$ cat src/rtl/ex_muldiv_if.sv
// ex_muldiv_if: pipeline-side bundle for the EX multiply/divide unit (flush exists only with MULDIV_ABORT_EN)
interface ex_muldiv_if #(parameter int DATA_W = 32);
  logic start;
  logic [1:0] op;
  logic [DATA_W-1:0] Reg_rs_in;
  logic [DATA_W-1:0] Reg_rt_in;
  logic hi_we;
  logic lo_we;
  logic [DATA_W-1:0] hilo_wdata;
  logic busy;
  logic stall_out;
  logic done;
  logic div_by_zero;
  logic [DATA_W-1:0] hi_out;
  logic [DATA_W-1:0] lo_out;
`ifdef MULDIV_ABORT_EN
  logic flush;
  modport master(output start, op, Reg_rs_in, Reg_rt_in, hi_we, lo_we, hilo_wdata, flush,
                 input busy, stall_out, done, div_by_zero, hi_out, lo_out);
  modport slave(input start, op, Reg_rs_in, Reg_rt_in, hi_we, lo_we, hilo_wdata, flush,
                output busy, stall_out, done, div_by_zero, hi_out, lo_out);
`else
  modport master(output start, op, Reg_rs_in, Reg_rt_in, hi_we, lo_we, hilo_wdata,
                 input busy, stall_out, done, div_by_zero, hi_out, lo_out);
  modport slave(input start, op, Reg_rs_in, Reg_rt_in, hi_we, lo_we, hilo_wdata,
                output busy, stall_out, done, div_by_zero, hi_out, lo_out);
`endif
endinterface

$ cat src/rtl/ex_muldiv_unit.sv
// ex_muldiv_unit: iterative MULT/MULTU/DIV/DIVU into HI/LO with pipeline stall; MULDIV_ABORT_EN adds flush abort
module ex_muldiv_unit #(parameter int DATA_W = 32) (
  input logic clk,
  input logic reset,
  ex_muldiv_if.slave bus
);
  localparam int CW = $clog2(DATA_W);
  typedef enum logic [1:0] {IDLE, RUN, FIX} state_t;
  state_t state, state_nx;
  logic div_r, neg_q, neg_r, done_r, dz_r, flush_i, accept, last;
  logic [DATA_W-1:0] d, hi, lo, rs_mag, rt_mag, q, r, div_rem, fix_hi, fix_lo;
  logic [2*DATA_W-1:0] acc, mul_nx, div_nx, prod;
  logic [DATA_W:0] mul_sum, div_tmp;
  logic [CW-1:0] cnt;
  logic rs_neg, rt_neg, div_ge, div_zero;
`ifdef MULDIV_ABORT_EN
  assign flush_i = bus.flush;
`else
  assign flush_i = 1'b0;
`endif
  assign rs_neg = bus.op[0] & bus.Reg_rs_in[DATA_W-1];
  assign rt_neg = bus.op[0] & bus.Reg_rt_in[DATA_W-1];
  assign rs_mag = rs_neg ? -bus.Reg_rs_in : bus.Reg_rs_in;
  assign rt_mag = rt_neg ? -bus.Reg_rt_in : bus.Reg_rt_in;
  assign accept = (state == IDLE) & bus.start & ~done_r & ~flush_i;
  assign last = cnt == CW'(DATA_W - 1);
  assign mul_sum = {1'b0, acc[2*DATA_W-1:DATA_W]} + (acc[0] ? {1'b0, d} : '0);
  assign mul_nx = {mul_sum, acc[DATA_W-1:1]};
  assign div_tmp = {acc[2*DATA_W-1:DATA_W], acc[DATA_W-1]};
  assign div_ge = div_tmp >= {1'b0, d};
  assign div_rem = div_ge ? DATA_W'(div_tmp - {1'b0, d}) : div_tmp[DATA_W-1:0];
  assign div_nx = {div_rem, acc[DATA_W-2:0], div_ge};
  assign prod = neg_q ? -acc : acc;
  assign q = acc[DATA_W-1:0];
  assign r = acc[2*DATA_W-1:DATA_W];
  assign div_zero = div_r & (d == '0);
  assign fix_hi = div_r ? (neg_r ? -r : r) : prod[2*DATA_W-1:DATA_W];
  assign fix_lo = div_r ? (div_zero ? '1 : (neg_q ? -q : q)) : prod[DATA_W-1:0];
  assign bus.done = done_r;
  assign bus.div_by_zero = dz_r;
  assign bus.hi_out = hi;
  assign bus.lo_out = lo;
  // state register
  always_ff @(posedge clk)
    state <= reset ? IDLE : state_nx;
  // next state, busy and stall request
  always_comb begin
    state_nx = (flush_i & (state != IDLE)) ? IDLE :
               (state == IDLE) ? (accept ? RUN : IDLE) :
               (state == RUN) ? (last ? FIX : RUN) : IDLE;
    bus.busy = state != IDLE;
    bus.stall_out = (state != IDLE) | (bus.start & (state == IDLE) & ~done_r);
  end
  // operand capture, iteration datapath, HI/LO writes and done pulse
  always_ff @(posedge clk) begin
    if (reset) begin
      hi <= '0;
      lo <= '0;
      done_r <= 1'b0;
      dz_r <= 1'b0;
      cnt <= '0;
      acc <= '0;
      d <= '0;
      div_r <= 1'b0;
      neg_q <= 1'b0;
      neg_r <= 1'b0;
    end else begin
      done_r <= 1'b0;
      dz_r <= 1'b0;
      if (state == IDLE && bus.hi_we) hi <= bus.hilo_wdata;
      if (state == IDLE && bus.lo_we) lo <= bus.hilo_wdata;
      if (accept) begin
        div_r <= bus.op[1];
        d <= bus.op[1] ? rt_mag : rs_mag;
        acc <= {{DATA_W{1'b0}}, bus.op[1] ? rs_mag : rt_mag};
        neg_q <= rs_neg ^ rt_neg;
        neg_r <= rs_neg;
        cnt <= '0;
      end
      if (state == RUN) begin
        acc <= div_r ? div_nx : mul_nx;
        cnt <= cnt + 1'b1;
      end
      if (state == FIX && !flush_i) begin
        hi <= fix_hi;
        lo <= fix_lo;
        done_r <= 1'b1;
        dz_r <= div_zero;
      end
    end
  end
endmodule

$ cat src/flat_wrapper.sv
// flat-port wrapper written by rule: the top's interface ports become plain ports
module ex_muldiv_unit_flat 
#(parameter int DATA_W = 32)
  (clk, reset, bus_start, bus_op, bus_Reg_rs_in, bus_Reg_rt_in, bus_hi_we, bus_lo_we, bus_hilo_wdata, bus_busy, bus_stall_out, bus_done, bus_div_by_zero, bus_hi_out, bus_lo_out);
  ex_muldiv_if #(.DATA_W(DATA_W)) bus_i ();
  input logic clk;
  input logic reset;
  input wire logic [$bits(bus_i.start)-1:0] bus_start;
  input wire logic [$bits(bus_i.op)-1:0] bus_op;
  input wire logic [$bits(bus_i.Reg_rs_in)-1:0] bus_Reg_rs_in;
  input wire logic [$bits(bus_i.Reg_rt_in)-1:0] bus_Reg_rt_in;
  input wire logic [$bits(bus_i.hi_we)-1:0] bus_hi_we;
  input wire logic [$bits(bus_i.lo_we)-1:0] bus_lo_we;
  input wire logic [$bits(bus_i.hilo_wdata)-1:0] bus_hilo_wdata;
  output wire logic [$bits(bus_i.busy)-1:0] bus_busy;
  output wire logic [$bits(bus_i.stall_out)-1:0] bus_stall_out;
  output wire logic [$bits(bus_i.done)-1:0] bus_done;
  output wire logic [$bits(bus_i.div_by_zero)-1:0] bus_div_by_zero;
  output wire logic [$bits(bus_i.hi_out)-1:0] bus_hi_out;
  output wire logic [$bits(bus_i.lo_out)-1:0] bus_lo_out;
  assign bus_i.start = bus_start;
  assign bus_i.op = bus_op;
  assign bus_i.Reg_rs_in = bus_Reg_rs_in;
  assign bus_i.Reg_rt_in = bus_Reg_rt_in;
  assign bus_i.hi_we = bus_hi_we;
  assign bus_i.lo_we = bus_lo_we;
  assign bus_i.hilo_wdata = bus_hilo_wdata;
  assign bus_busy = bus_i.busy;
  assign bus_stall_out = bus_i.stall_out;
  assign bus_done = bus_i.done;
  assign bus_div_by_zero = bus_i.div_by_zero;
  assign bus_hi_out = bus_i.hi_out;
  assign bus_lo_out = bus_i.lo_out;
  ex_muldiv_unit #(.DATA_W(DATA_W)) u_core (.clk(clk), .reset(reset), .bus(bus_i));
endmodule
$ cat config.mk
export PLATFORM = sky130hd
export DESIGN_NAME = ex_muldiv_unit_flat
export DESIGN_NICKNAME = d
export VERILOG_FILES = /design/src/rtl/ex_muldiv_if.sv /design/src/rtl/ex_muldiv_unit.sv /design/src/flat_wrapper.sv
export SDC_FILE = /design/constraint.sdc
export NUM_CORES = 1
export LEC_CHECK = 0
export BUFFER_PORTS_ARGS = -buffer_cell sky130_fd_sc_hd__buf_2
export CAP_MARGIN = 20
export CORE_MARGIN = 8
export CORE_UTILIZATION = 45
export DETAILED_ROUTE_END_ITERATION = 6
export GPL_ROUTABILITY_DRIVEN = 1
export GPL_TIMING_DRIVEN = 0
export PLACE_DENSITY = 0.67
export SETUP_SLACK_MARGIN = 0.2
export SLEW_MARGIN = 25
export SYNTH_ARGS = -nofsm -noshare
export SYNTH_HDL_FRONTEND = slang
export SYNTH_SLANG_ARGS = --single-unit
$ cat constraint.sdc
create_clock -name clk -period 3.05 [get_ports clk]
set_clock_uncertainty 0.2 [all_clocks]
set_input_delay 0.61 -clock clk [delete_from_list [all_inputs] [get_ports clk]]
set_output_delay 0.61 -clock clk [all_outputs]
set_load 0.05 [all_outputs]
==> summary.md <==
| Metric | Value |
|---|---|
| Post-Synth XOR/XNOR Area | `9.90%` |
| Total gr overflow | `0` |
| Finished Core Util | `63.6%` |
| Mapped Area | `0.0148 mm2` |
| Yosys reg bits | `172` |
| Total of max-cap violations | `0` |
| Root Driver | `clkbuf_16` |
| Seq/Total Area, Yosys | `23.2%` |
| Reg-to-reg endpoint | `u_core.acc[59]` |
| Setup WS post-layout | `-115 ps` |
| Fin. max-slew vios | `0` |
| Dpl hpwl | `51,400 um` |
| IO Count | `171` |
| Proportion of synthesized area in mux cells | `3.07%` |
| TritonRoute pass-1 iters | `7` |
| Die span in y | `198 um` |
| Worst-Skew Late Latency | `450 ps` |
| Total power draw | `8460 uW` |
| Final ANT Viol Nets | `0` |
| Final Hold Viols | `0` |
| CTS tree | `done` |
| # diodes | `0` |
| Most frequent cells after synthesis | `237 x nand2_1, 189 x a21oi_1, 186 x nor2_1` |
| CP Max Fanout | `10` |
| Vias in the first global route | `16,900` |
| Top-area cell type share of the netlist area | `23.2%` |
| Share of cells above drive strength 1 | `33.5%` |
| Worst setup SP type | `flop` |
| Ys flop type | `dfxtp_1` |
| Worst Hold Depth | `2` |
| Post-synthesis cell type count | `76` |
| Leading area contributor after synthesis | `dfxtp_1` |
| H-tree depth reported by CTS | `4` |
| Failing checks | `DRC, setup timing` |
| Leakage | `0.00822 uW` |
| Num CTS Buffers | `17` |
| Reg-to-reg slack, setup | `-110 ps` |
| Post-DR vias/cell | `6.58` |
| Die X | `198 um` |
| Hold wc startpoint | `u_core.bus.lo_out[24]` |
| Filler instances | `2,818` |
| Drt first-iter violations | `2,271` |
| Worst-Margin Slew | `1020 ps` |
| Synth warn | `0` |
| Achievable Freq | `316 MHz` |
| Post-synthesis compound-gate area fraction | `30.4%` |
| Post-synth ARST share | `0%` |
| Most common cell in the synthesized netlist | `nand2_1` |
| Antenna violations before repair | `0` |
| Post-Syn Instances | `2,026` |
| Cell Area, Placed | `0.0164 mm2` |
| CORE AREA | `0.0325 mm2` |
| Slew HR | `31.6%` |
| Drt total wl | `69,900 um` |
| P per Cell Area | `409 mW/mm2` |
| Largest family of logic cells by synthesized area | `compound AO/OA/AOI/OAI gates` |
| Mean routed wirelength per cell | `24.9 um` |
| Rows | `66` |
| Area growth from synthesis to layout | `39.4%` |
| Peak supply drop | `0.383 mV` |
| Die Area | `0.0390 mm2` |
| Final Cycle Share | `104%` |
| Adder-Cell Fraction of Synth Area | `6.17%` |
| Final TNS setup | `-901 ps` |
| Largest net degree at the start of global routing | `19` |
| Simple-gate share of the synthesized area | `21.6%` |
| Port Buf Inserts | `168` |
| Global-route wire length before repair | `101,000 um` |
| RSZ-0062 raised after global routing | `yes` |
| GPL Wtd Cong | `1.01` |
| Synth top area cells | `dfxtp_1 23%, a21oi_1 6.4%, nand2_1 6.0%, ha_1 5.9%, xnor2_1 5.9%` |
| # DRC | `2` |
| Hold Path Class | `flop to flop` |
| CP endpoint kind | `flop` |
| CTS sink count | `172` |
| Status | `finished with violations` |
| Required @ worst endpoint | `3190 ps` |
| Final setup violation count | `21` |
| Fin crit period | `3160 ps` |
| WHS Endpoint | `u_core.bus.lo_out[24]` |
| Reg clk slew, reported paths | `80 ps` |
| Crit Path Class | `flop to flop` |
| Reg2Reg Depth | `13` |
| Post-synth EDFFs | `0` |
| Starting Density | `45.6%` |
| WP data arrival | `3300 ps` |
| RR Startpoint | `u_core.acc[0]` |
| Total GRT Usage | `33.0%` |
| CTS Buffer Depth | `2` |
| Avg Cell Area, Syn | `7.32 um2` |
| Post-route cell area | `0.0207 mm2` |
| Vias | `18,500` |
| Mapped Nets | `2,201` |
| Total Nets Final | `2,529` |
## flip-flops by register name, summed over array words and instances, names as in the netlist
name,flops
u_core.acc,64
u_core.bus.hi_out,32
u_core.bus.lo_out,32
u_core.d,32
u_core.cnt,5
u_core.state,2
u_core.bus.div_by_zero,1
u_core.bus.done,1
u_core.div_r,1
u_core.neg_q,1
u_core.neg_r,1
## cells by family (layout without fill, tap and decap cells)
logic type               count (synthesis)  after routing
XOR/XNOR                               166            166
flip-flops                             172            172
AO/OA/AOI/OAI                          677            677
adder cells (fa/ha/maj)                 72             72
AND/OR/NAND/NOR                        677            677
multiplexers                            45             45
buffers and inverters                  217            558
## power by group
group	switching, uW	internal (uW)
logic	2240	1350
registers	180	2390
clock network	1130	1180
total	3550	4910
## per-layer routing
metal  track usage, %  vias up  wire length [um]
li1                 -     8152                 -
met1             43.4     8696             27700
met2             51.2     1344             30100
met3             6.39      285              7950
met4             15.8        0              4200
met5                0        -                 0
## final cells by class
type	instances	area, um2	area share, %
well taps	442	553	2.67
plain buffers	154	891	4.31
clock buffers	17	425	2.06
flip-flops and latches	172	3560	17.2
inverters	63	269	1.30
repair buffers	309	2070	10.0
multi-input cells	1637	12700	61.6
clock inverters	15	179	0.865
## worst max-delay path by stage
stage,start,endpoint,slack [ps],cells past startpoint
finish,u_core.acc[0],u_core.acc[59],-110,13
global route,u_core.acc[0],u_core.acc[59],-150,13
CTS,u_core.acc[31],u_core.acc[56],-60,12
detailed placement,bus_Reg_rs_in[4],u_core.acc[19],-860,9
global placement,bus_Reg_rs_in[4],u_core.acc[19],-810,9
floorplan,bus_Reg_rs_in[10],u_core.acc[27],-250,9
## per-stage QoR
| step | setup WS (ps) | hold WS, ps | cells |
|---|---|---|---|
| floorplan | -246 | 229 | 2026 |
| global placement | -805 | 233 | 2636 |
| detailed placement | -862 | 243 | 2636 |
| CTS | -60.3 | 254 | 2770 |
| global route | -154 | 272 | 2809 |
| finish | -115 | 253 | 2809 |
## critical path, stage by stage, from the launching register on
cell	delay [ps]
dfxtp_2	330
buf_8	130
inv_8	70
clkbuf_8	170
nor2_1	60
ha_2	410
and4_4	240
and3_1	190
o211ai_1	160
a21boi_2	380
a31o_4	250
xnor2_2	110
nand2_1	70
a32o_1	280
## cell usage in the layout (no fill, tap or decap), types with 41 or more instances in the layout
master,instances
a211oi_1,47
a21oi_1,141
buf_2,171
buf_4,118
clkbuf_1,86
dfxtp_1,127
inv_1,41
nand2_1,225
nor2_1,164
o211ai_1,44
o21ai_0,67
xnor2_1,85
xor2_1,59
## repair_timing
item                                    CTS  global route
setup buffers                            98            37
pin swaps                               141           121
hold buffers                              0             0
cloned                                    4             2
gates resized for setup                 420           227
endpoints found under the setup margin  134           132
No activity file was read; power rests on OpenSTA's default activity.
